===== src/rtl/ex_operand_stage_pkg.sv =====
// Shared CPU types for the execute-stage front end: ALU op codes, register
// constants and the ID/EX register record.
package cpu_pkg;

  localparam int DATA_W = 64;
  localparam int REG_W  = 5;
  localparam logic [REG_W-1:0] ZERO_REG = 5'd31;

  typedef enum logic [2:0] {
    ALU_MOV = 3'b000,
    ALU_ADD = 3'b010,
    ALU_SUB = 3'b011,
    ALU_AND = 3'b100,
    ALU_OR  = 3'b101,
    ALU_XOR = 3'b110
  } alu_op_t;

  typedef struct packed {
    logic              valid;
    logic              reg_write;
    logic              mem_read;
    logic              mem_write;
    logic              set_flags;
    logic              use_imm;
    alu_op_t           alu_cntrl;
    logic [REG_W-1:0]  rn;
    logic [REG_W-1:0]  rm;
    logic [REG_W-1:0]  rd;
    logic [DATA_W-1:0] rn_data;
    logic [DATA_W-1:0] rm_data;
    logic [DATA_W-1:0] imm;
  } id_ex_t;

  // A bubble points every index at XZR so the forwarding muxes yield zero.
  function automatic id_ex_t bubble();
    id_ex_t b;
    b           = '0;
    b.alu_cntrl = ALU_MOV;
    b.rn        = ZERO_REG;
    b.rm        = ZERO_REG;
    b.rd        = ZERO_REG;
    return b;
  endfunction

endpackage


===== src/rtl/ex_operand_stage_if.sv =====
// Decode, forwarding-source and ALU-operand signals of the ID/EX stage.
// The stage itself uses the slave modport; whoever drives decode uses master.
interface ex_operand_stage_if;
  import cpu_pkg::*;

  logic              stall_in;
  logic              flush;
  logic              dec_valid;
  logic [REG_W-1:0]  dec_rn;
  logic [REG_W-1:0]  dec_rm;
  logic [REG_W-1:0]  dec_rd;
  logic [DATA_W-1:0] dec_rn_data;
  logic [DATA_W-1:0] dec_rm_data;
  logic [DATA_W-1:0] dec_imm;
  logic              dec_use_imm;
  logic [2:0]        dec_alu_cntrl;
  logic              dec_reg_write;
  logic              dec_mem_read;
  logic              dec_mem_write;
  logic              dec_set_flags;
  logic              mem_reg_write;
  logic              wb_reg_write;
  logic [REG_W-1:0]  mem_rd;
  logic [REG_W-1:0]  wb_rd;
  logic [DATA_W-1:0] mem_data;
  logic [DATA_W-1:0] wb_data;
  logic [DATA_W-1:0] alu_a;
  logic [DATA_W-1:0] alu_b;
  logic [2:0]        alu_cntrl;
  logic [DATA_W-1:0] ex_store_data;
  logic [REG_W-1:0]  ex_rd;
  logic              ex_reg_write;
  logic              ex_mem_read;
  logic              ex_mem_write;
  logic              ex_set_flags;
  logic              ex_valid;
  logic              load_use_stall;

  modport master (
    output stall_in, flush, dec_valid, dec_rn, dec_rm, dec_rd, dec_rn_data,
           dec_rm_data, dec_imm, dec_use_imm, dec_alu_cntrl, dec_reg_write,
           dec_mem_read, dec_mem_write, dec_set_flags, mem_reg_write,
           wb_reg_write, mem_rd, wb_rd, mem_data, wb_data,
    input  alu_a, alu_b, alu_cntrl, ex_store_data, ex_rd, ex_reg_write,
           ex_mem_read, ex_mem_write, ex_set_flags, ex_valid, load_use_stall
  );

  modport slave (
    input  stall_in, flush, dec_valid, dec_rn, dec_rm, dec_rd, dec_rn_data,
           dec_rm_data, dec_imm, dec_use_imm, dec_alu_cntrl, dec_reg_write,
           dec_mem_read, dec_mem_write, dec_set_flags, mem_reg_write,
           wb_reg_write, mem_rd, wb_rd, mem_data, wb_data,
    output alu_a, alu_b, alu_cntrl, ex_store_data, ex_rd, ex_reg_write,
           ex_mem_read, ex_mem_write, ex_set_flags, ex_valid, load_use_stall
  );

endinterface


===== src/rtl/ex_operand_stage_fwd_select.sv =====
// Operand forwarding mux for one source register: XZR, then EX/MEM, then
// MEM/WB, then the value read from the register file at decode.
module fwd_select
  import cpu_pkg::*;
(
  input  logic [REG_W-1:0]  idx,
  input  logic [DATA_W-1:0] reg_data,
  input  logic              mem_reg_write,
  input  logic [REG_W-1:0]  mem_rd,
  input  logic [DATA_W-1:0] mem_data,
  input  logic              wb_reg_write,
  input  logic [REG_W-1:0]  wb_rd,
  input  logic [DATA_W-1:0] wb_data,
  output logic [DATA_W-1:0] operand
);

  always_comb begin
    operand = reg_data;
    if (idx == ZERO_REG) begin
      operand = '0;
    end else if (mem_reg_write && (mem_rd == idx)) begin
      operand = mem_data;
    end else if (wb_reg_write && (wb_rd == idx)) begin
      operand = wb_data;
    end
  end

endmodule


===== src/rtl/ex_operand_stage.sv =====
// ID/EX pipeline register with RAW forwarding into the ALU operands and
// load-use hazard detection that bubbles EX and stalls fetch/decode.
module ex_operand_stage
  import cpu_pkg::*;
(
  input  logic               clk,
  input  logic               reset,
  ex_operand_stage_if.slave  bus
);

  id_ex_t            q;
  id_ex_t            captured;
  logic [DATA_W-1:0] rn_fwd;
  logic [DATA_W-1:0] rm_fwd;
  logic              rm_is_read;

  // The rm field only matters to a following load when it is a real operand
  // or the data of a store; an immediate-form ALU op ignores it.
  assign rm_is_read = !bus.dec_use_imm || bus.dec_mem_write;

  assign bus.load_use_stall = q.valid && q.mem_read && (q.rd != ZERO_REG) &&
                              bus.dec_valid &&
                              ((q.rd == bus.dec_rn) ||
                               ((q.rd == bus.dec_rm) && rm_is_read));

  always_comb begin
    captured           = bubble();
    captured.valid     = bus.dec_valid;
    captured.reg_write = bus.dec_reg_write & bus.dec_valid;
    captured.mem_read  = bus.dec_mem_read  & bus.dec_valid;
    captured.mem_write = bus.dec_mem_write & bus.dec_valid;
    captured.set_flags = bus.dec_set_flags & bus.dec_valid;
    captured.use_imm   = bus.dec_use_imm;
    captured.alu_cntrl = alu_op_t'(bus.dec_alu_cntrl);
    captured.rn        = bus.dec_rn;
    captured.rm        = bus.dec_rm;
    captured.rd        = bus.dec_rd;
    captured.rn_data   = bus.dec_rn_data;
    captured.rm_data   = bus.dec_rm_data;
    captured.imm       = bus.dec_imm;
  end

  always_ff @(posedge clk) begin
    if (reset) begin
      q <= bubble();
    end else if (bus.flush) begin
      q <= bubble();
    end else if (bus.stall_in) begin
      q <= q;
    end else if (bus.load_use_stall) begin
      q <= bubble();
    end else begin
      q <= captured;
    end
  end

  fwd_select u_fwd_rn (
    .idx           (q.rn),
    .reg_data      (q.rn_data),
    .mem_reg_write (bus.mem_reg_write),
    .mem_rd        (bus.mem_rd),
    .mem_data      (bus.mem_data),
    .wb_reg_write  (bus.wb_reg_write),
    .wb_rd         (bus.wb_rd),
    .wb_data       (bus.wb_data),
    .operand       (rn_fwd)
  );

  fwd_select u_fwd_rm (
    .idx           (q.rm),
    .reg_data      (q.rm_data),
    .mem_reg_write (bus.mem_reg_write),
    .mem_rd        (bus.mem_rd),
    .mem_data      (bus.mem_data),
    .wb_reg_write  (bus.wb_reg_write),
    .wb_rd         (bus.wb_rd),
    .wb_data       (bus.wb_data),
    .operand       (rm_fwd)
  );

  assign bus.alu_a         = rn_fwd;
  assign bus.alu_b         = q.use_imm ? q.imm : rm_fwd;
  assign bus.ex_store_data = rm_fwd;
  assign bus.alu_cntrl     = q.alu_cntrl;
  assign bus.ex_rd         = q.rd;
  assign bus.ex_reg_write  = q.reg_write;
  assign bus.ex_mem_read   = q.mem_read;
  assign bus.ex_mem_write  = q.mem_write;
  assign bus.ex_set_flags  = q.set_flags;
  assign bus.ex_valid      = q.valid;

endmodule


===== src/flat_wrapper.sv =====
// flat-port wrapper written by rule: the top's interface ports become plain ports
module ex_operand_stage_flat import cpu_pkg::*;
  (clk, reset, bus_stall_in, bus_flush, bus_dec_valid, bus_dec_rn, bus_dec_rm, bus_dec_rd, bus_dec_rn_data, bus_dec_rm_data, bus_dec_imm, bus_dec_use_imm, bus_dec_alu_cntrl, bus_dec_reg_write, bus_dec_mem_read, bus_dec_mem_write, bus_dec_set_flags, bus_mem_reg_write, bus_wb_reg_write, bus_mem_rd, bus_wb_rd, bus_mem_data, bus_wb_data, bus_alu_a, bus_alu_b, bus_alu_cntrl, bus_ex_store_data, bus_ex_rd, bus_ex_reg_write, bus_ex_mem_read, bus_ex_mem_write, bus_ex_set_flags, bus_ex_valid, bus_load_use_stall);
  ex_operand_stage_if bus_i ();
  input  logic clk;
  input  logic reset;
  input wire logic [$bits(bus_i.stall_in)-1:0] bus_stall_in;
  input wire logic [$bits(bus_i.flush)-1:0] bus_flush;
  input wire logic [$bits(bus_i.dec_valid)-1:0] bus_dec_valid;
  input wire logic [$bits(bus_i.dec_rn)-1:0] bus_dec_rn;
  input wire logic [$bits(bus_i.dec_rm)-1:0] bus_dec_rm;
  input wire logic [$bits(bus_i.dec_rd)-1:0] bus_dec_rd;
  input wire logic [$bits(bus_i.dec_rn_data)-1:0] bus_dec_rn_data;
  input wire logic [$bits(bus_i.dec_rm_data)-1:0] bus_dec_rm_data;
  input wire logic [$bits(bus_i.dec_imm)-1:0] bus_dec_imm;
  input wire logic [$bits(bus_i.dec_use_imm)-1:0] bus_dec_use_imm;
  input wire logic [$bits(bus_i.dec_alu_cntrl)-1:0] bus_dec_alu_cntrl;
  input wire logic [$bits(bus_i.dec_reg_write)-1:0] bus_dec_reg_write;
  input wire logic [$bits(bus_i.dec_mem_read)-1:0] bus_dec_mem_read;
  input wire logic [$bits(bus_i.dec_mem_write)-1:0] bus_dec_mem_write;
  input wire logic [$bits(bus_i.dec_set_flags)-1:0] bus_dec_set_flags;
  input wire logic [$bits(bus_i.mem_reg_write)-1:0] bus_mem_reg_write;
  input wire logic [$bits(bus_i.wb_reg_write)-1:0] bus_wb_reg_write;
  input wire logic [$bits(bus_i.mem_rd)-1:0] bus_mem_rd;
  input wire logic [$bits(bus_i.wb_rd)-1:0] bus_wb_rd;
  input wire logic [$bits(bus_i.mem_data)-1:0] bus_mem_data;
  input wire logic [$bits(bus_i.wb_data)-1:0] bus_wb_data;
  output wire logic [$bits(bus_i.alu_a)-1:0] bus_alu_a;
  output wire logic [$bits(bus_i.alu_b)-1:0] bus_alu_b;
  output wire logic [$bits(bus_i.alu_cntrl)-1:0] bus_alu_cntrl;
  output wire logic [$bits(bus_i.ex_store_data)-1:0] bus_ex_store_data;
  output wire logic [$bits(bus_i.ex_rd)-1:0] bus_ex_rd;
  output wire logic [$bits(bus_i.ex_reg_write)-1:0] bus_ex_reg_write;
  output wire logic [$bits(bus_i.ex_mem_read)-1:0] bus_ex_mem_read;
  output wire logic [$bits(bus_i.ex_mem_write)-1:0] bus_ex_mem_write;
  output wire logic [$bits(bus_i.ex_set_flags)-1:0] bus_ex_set_flags;
  output wire logic [$bits(bus_i.ex_valid)-1:0] bus_ex_valid;
  output wire logic [$bits(bus_i.load_use_stall)-1:0] bus_load_use_stall;
  assign bus_i.stall_in = bus_stall_in;
  assign bus_i.flush = bus_flush;
  assign bus_i.dec_valid = bus_dec_valid;
  assign bus_i.dec_rn = bus_dec_rn;
  assign bus_i.dec_rm = bus_dec_rm;
  assign bus_i.dec_rd = bus_dec_rd;
  assign bus_i.dec_rn_data = bus_dec_rn_data;
  assign bus_i.dec_rm_data = bus_dec_rm_data;
  assign bus_i.dec_imm = bus_dec_imm;
  assign bus_i.dec_use_imm = bus_dec_use_imm;
  assign bus_i.dec_alu_cntrl = bus_dec_alu_cntrl;
  assign bus_i.dec_reg_write = bus_dec_reg_write;
  assign bus_i.dec_mem_read = bus_dec_mem_read;
  assign bus_i.dec_mem_write = bus_dec_mem_write;
  assign bus_i.dec_set_flags = bus_dec_set_flags;
  assign bus_i.mem_reg_write = bus_mem_reg_write;
  assign bus_i.wb_reg_write = bus_wb_reg_write;
  assign bus_i.mem_rd = bus_mem_rd;
  assign bus_i.wb_rd = bus_wb_rd;
  assign bus_i.mem_data = bus_mem_data;
  assign bus_i.wb_data = bus_wb_data;
  assign bus_alu_a = bus_i.alu_a;
  assign bus_alu_b = bus_i.alu_b;
  assign bus_alu_cntrl = bus_i.alu_cntrl;
  assign bus_ex_store_data = bus_i.ex_store_data;
  assign bus_ex_rd = bus_i.ex_rd;
  assign bus_ex_reg_write = bus_i.ex_reg_write;
  assign bus_ex_mem_read = bus_i.ex_mem_read;
  assign bus_ex_mem_write = bus_i.ex_mem_write;
  assign bus_ex_set_flags = bus_i.ex_set_flags;
  assign bus_ex_valid = bus_i.ex_valid;
  assign bus_load_use_stall = bus_i.load_use_stall;
  ex_operand_stage u_core (.clk(clk), .reset(reset), .bus(bus_i));
endmodule

===== config.mk =====
export PLATFORM = sky130hd
export DESIGN_NAME = ex_operand_stage_flat
export DESIGN_NICKNAME = d
export VERILOG_FILES = /design/src/rtl/ex_operand_stage_pkg.sv /design/src/rtl/ex_operand_stage_if.sv /design/src/rtl/ex_operand_stage_fwd_select.sv /design/src/rtl/ex_operand_stage.sv /design/src/flat_wrapper.sv
export SDC_FILE = /design/constraint.sdc
export NUM_CORES = 1
export LEC_CHECK = 0
export ABC_CLOCK_PERIOD_IN_PS = 1900
export BUFFER_PORTS_ARGS = -buffer_cell sky130_fd_sc_hd__buf_2
export CORE_AREA = 2 2 217 219
export CTS_BUF_LIST = sky130_fd_sc_hd__clkbuf_4 sky130_fd_sc_hd__clkbuf_8
export DETAILED_ROUTE_END_ITERATION = 8
export DIE_AREA = 0 0 219 221
export PLACE_DENSITY = 0.54
export SLEW_MARGIN = 20
export SYNTH_ARGS = -nofsm -noshare
export SYNTH_HDL_FRONTEND = slang
export SYNTH_HIERARCHICAL = 1
export SYNTH_SLANG_ARGS = --single-unit

===== constraint.sdc =====
create_clock -name clk -period 1.9 [get_ports clk]
set_input_delay 0 -clock clk [delete_from_list [all_inputs] [get_ports clk]]
set_output_delay 0 -clock clk [all_outputs]
set_load 0.05 [all_outputs]

==> flow_summary.ini <==
[placed_design]
dp.cells = 2879
place_worst_setup_slack_ps = -398
io_buffers = 565
hpwlAfterDp_um = 51700
gp_congestion = 0.924

[pwr]
p_leak_uw = 0.0108
finalPower_uw = 17800
p_per_area_nw_per_um2 = 653
ir_drop_v = 0.000559

[run_status]
violations = negative setup slack
outcome = complete, but fails checks

[clock_tree]
cts_made_buffers = 46
clk_pin_slew_worst_paths_ps = 60
cts_max_level = 2
cts.sinks = 216
tritoncts = done
cts_max_path_buffers = 3
clkLatencyLatePin_ps = 620
cts-root-buf = clkbuf_8

[synth]
syn_nets = 2092
netlist_instances = 1732
synth_edf_count = 0
synth_ff_type = dfxtp_1
syn_area_sq_um = 14200
ys_seq_area_share_pct = 30.3
synth_cell_types = 36
ys_ff_latch = 216
syn_avg_cell_area_sq_um = 8.23
async_flop_share_pct = 0
yosysMostFrequentCell = o21ai_0
synthTopCellsByArea = dfxtp_1 (30%), a2bb2oi_1 (12%), o21ai_0 (11%), a311oi_1 (7.9%), nand4_1 (5.8%)
yosys_warnings = 6
yosys-top-cells-count = o21ai_0 (310), dfxtp_1 (216), nand2_1 (206)
synth_top_area_share_pct = 30.3
synth_top_cell_by_area = dfxtp_1

[global_route]
groute.usage.overall_pct = 30.7
overflow = 0
antenna_found_initial = 15
grt_pass1_vias = 19300
grt_pass1_wl_um = 116000
grt_max_degree = 90

[worst_setup_path]
cp.arrival_ps = 2750
start_kind = flip-flop
end_kind = output port
cp_max_fo = 6
worstPathRequired_ps = 1900
crit_type = reg -> out

[finish]
drive_above_1_share_pct = 45.6
final_cell_count_no_fill = 3269
area_growth_pct = 91.8
fin_nets = 2975

[route]
dr.pass1.iters = 6
drtAntennaViolNets = 0
num_vias = 19400
avgRoutedWirePerCell_um = 25.0
dr_wl_met3_um = 7320
wl_met1_um = 30900
routed.top_layer = met5
viasPerCell = 5.93
met2WireLength_um = 39500
drt_iter0_markers = 2093
drcViolationCount = 0
routed_wl_um = 81800

[timing]
hold_viol = 0
relSlewSlack_pct = 60.3
hold_slack_ps = 124
rsz0062_at_grt = yes
finalSetupViolCount = 193
post-route-period-util_pct = 145
fmax_mhz = 363
min_period_ps = 2750
setup_ws_ps = -851
fin_worst_skew_ps = 27.7
tightest_slew_ps = 594
slew_viol_final = 0

[floorplanning]
die_y_um = 221
die_x_um = 219
dieArea_sq_um = 48400
start_util_pct = 30.9
ioPinCount = 566
placementRows = 79
core_sq_um = 46100

[min_path]
min_path_type = in -> reg

[flow_run]
drv_cap = 0
cell type report:
cell class,count,area (sq um)
fillers,3893,18700
multi-input cells,1288,11100
repair buffers,1063,10000
flip-flops and latches,216,4360
clock buffers,76,952
well taps,607,759
clock inverters,6,130
diodes,13,32.5
kinds of logic (layout without fill, tap and decap cells):
family	Yosys count	count (layout)	share of synthesized area, %
multiplexers	64	64	5.06
AND/OR/NAND/NOR	502	502	17.0
AO/OA/AOI/OAI	692	692	33.6
XOR/XNOR	30	30	1.84
other	0	13	0
buffers and inverters	228	1145	12.2
flip-flops	216	216	30.3
layer usage:
| metal | global-route usage, % | vias up |
|---|---|---|
| li1 | - | 8523 |
| met1 | 36.3 | 9347 |
| met2 | 52.2 | 1227 |
| met3 | 7.37 | 293 |
| met4 | 14.1 | 6 |
| met5 | 0 | - |
through the flow:
step / instance area, sq um / utilization (%) / TNS (ps)
3_5_place_dp: 20600 / 44.8 / -32630
2_1_floorplan: 16200 / - / -35980
4_1_cts: 26100 / 56.7 / -147190
3_3_place_gp: 20600 / 44.8 / -29190
6_report: 27300 / 59.3 / -139470
5_1_grt: 27300 / 59.3 / -156100
critical path, cell delays in order (launching register included):
cell      delay, ps
dfxtp_2         340
xnor2_1         180
nand4_1         230
or2_4           370
buf_12          180
buf_12          150
a311oi_4        310
mux2_4          220
buf_8           140
layout by cell type (no fill, tap or decap), drive strengths merged, types with 2 or more instances in the layout:
| master | netlist | routed |
|---|---|---|
| mux2 | 64 | 64 |
| a2bb2oi | 201 | 201 |
| clkbuf | 154 | 86 |
| dlygate4sd3 | 0 | 235 |
| bufinv | 0 | 4 |
| buf | 62 | 818 |
| clkinv | 0 | 2 |
| o2bb2ai | 15 | 15 |
| xnor2 | 29 | 29 |
| a21oi | 15 | 15 |
| diode | 0 | 13 |
| nor2 | 19 | 19 |
| and4 | 2 | 2 |
| o21ai | 329 | 329 |
| a311oi | 128 | 128 |
| nor3 | 129 | 129 |
| nand2 | 206 | 206 |
| nand4 | 133 | 133 |
| nand3 | 8 | 8 |
| dfxtp | 216 | 216 |
| or2 | 2 | 2 |
power breakdown:
part | total [uW] | switching, uW | internal (uW)
logic | 6810 | 3900 | 2910
clock network | 6020 | 2340 | 3680
registers | 5020 | 190 | 4830
worst paths after layout:
check                                                 startpoint                              endpoint  slack (ps)  depth (start not counted)
worst max-delay path                  u_core/q[197]$_SDFFE_PP1N_                         bus_alu_b[17]        -850                          8
worst min register to register        u_core/q[163]$_SDFFE_PP0N_            u_core/q[163]$_SDFFE_PP0N_         460                          2
worst max register to register  u_core/bus.ex_rd[3]$_SDFFE_PP1N_  u_core/bus.alu_cntrl[2]$_SDFFE_PP0N_          30                          6
worst min-delay path                               bus_dec_rm[3]      u_core/bus.ex_rd[4]$_SDFFE_PP1N_         120                          6
flip-flops by register name, indices dropped and copies added, names as in the netlist:
signal	cells
u_core/q	203
u_core/bus.ex_mem_write	1
u_core/bus.alu_cntrl	3
u_core/bus.ex_mem_read	1
u_core/bus.ex_rd	5
u_core/bus.ex_reg_write	1
u_core/bus.ex_set_flags	1
u_core/bus.ex_valid	1
timing repair:
action                                 4_1_cts  5_1_grt
setup endpoints to repair                  193      203
pin swaps                                   41       78
cloned                                       9        8
hold buffers                               235        0
endpoints found under the hold margin      216        0
gates resized for setup                    394      314
setup buffers                               32       18
No activity file was read; power rests on OpenSTA's default activity.
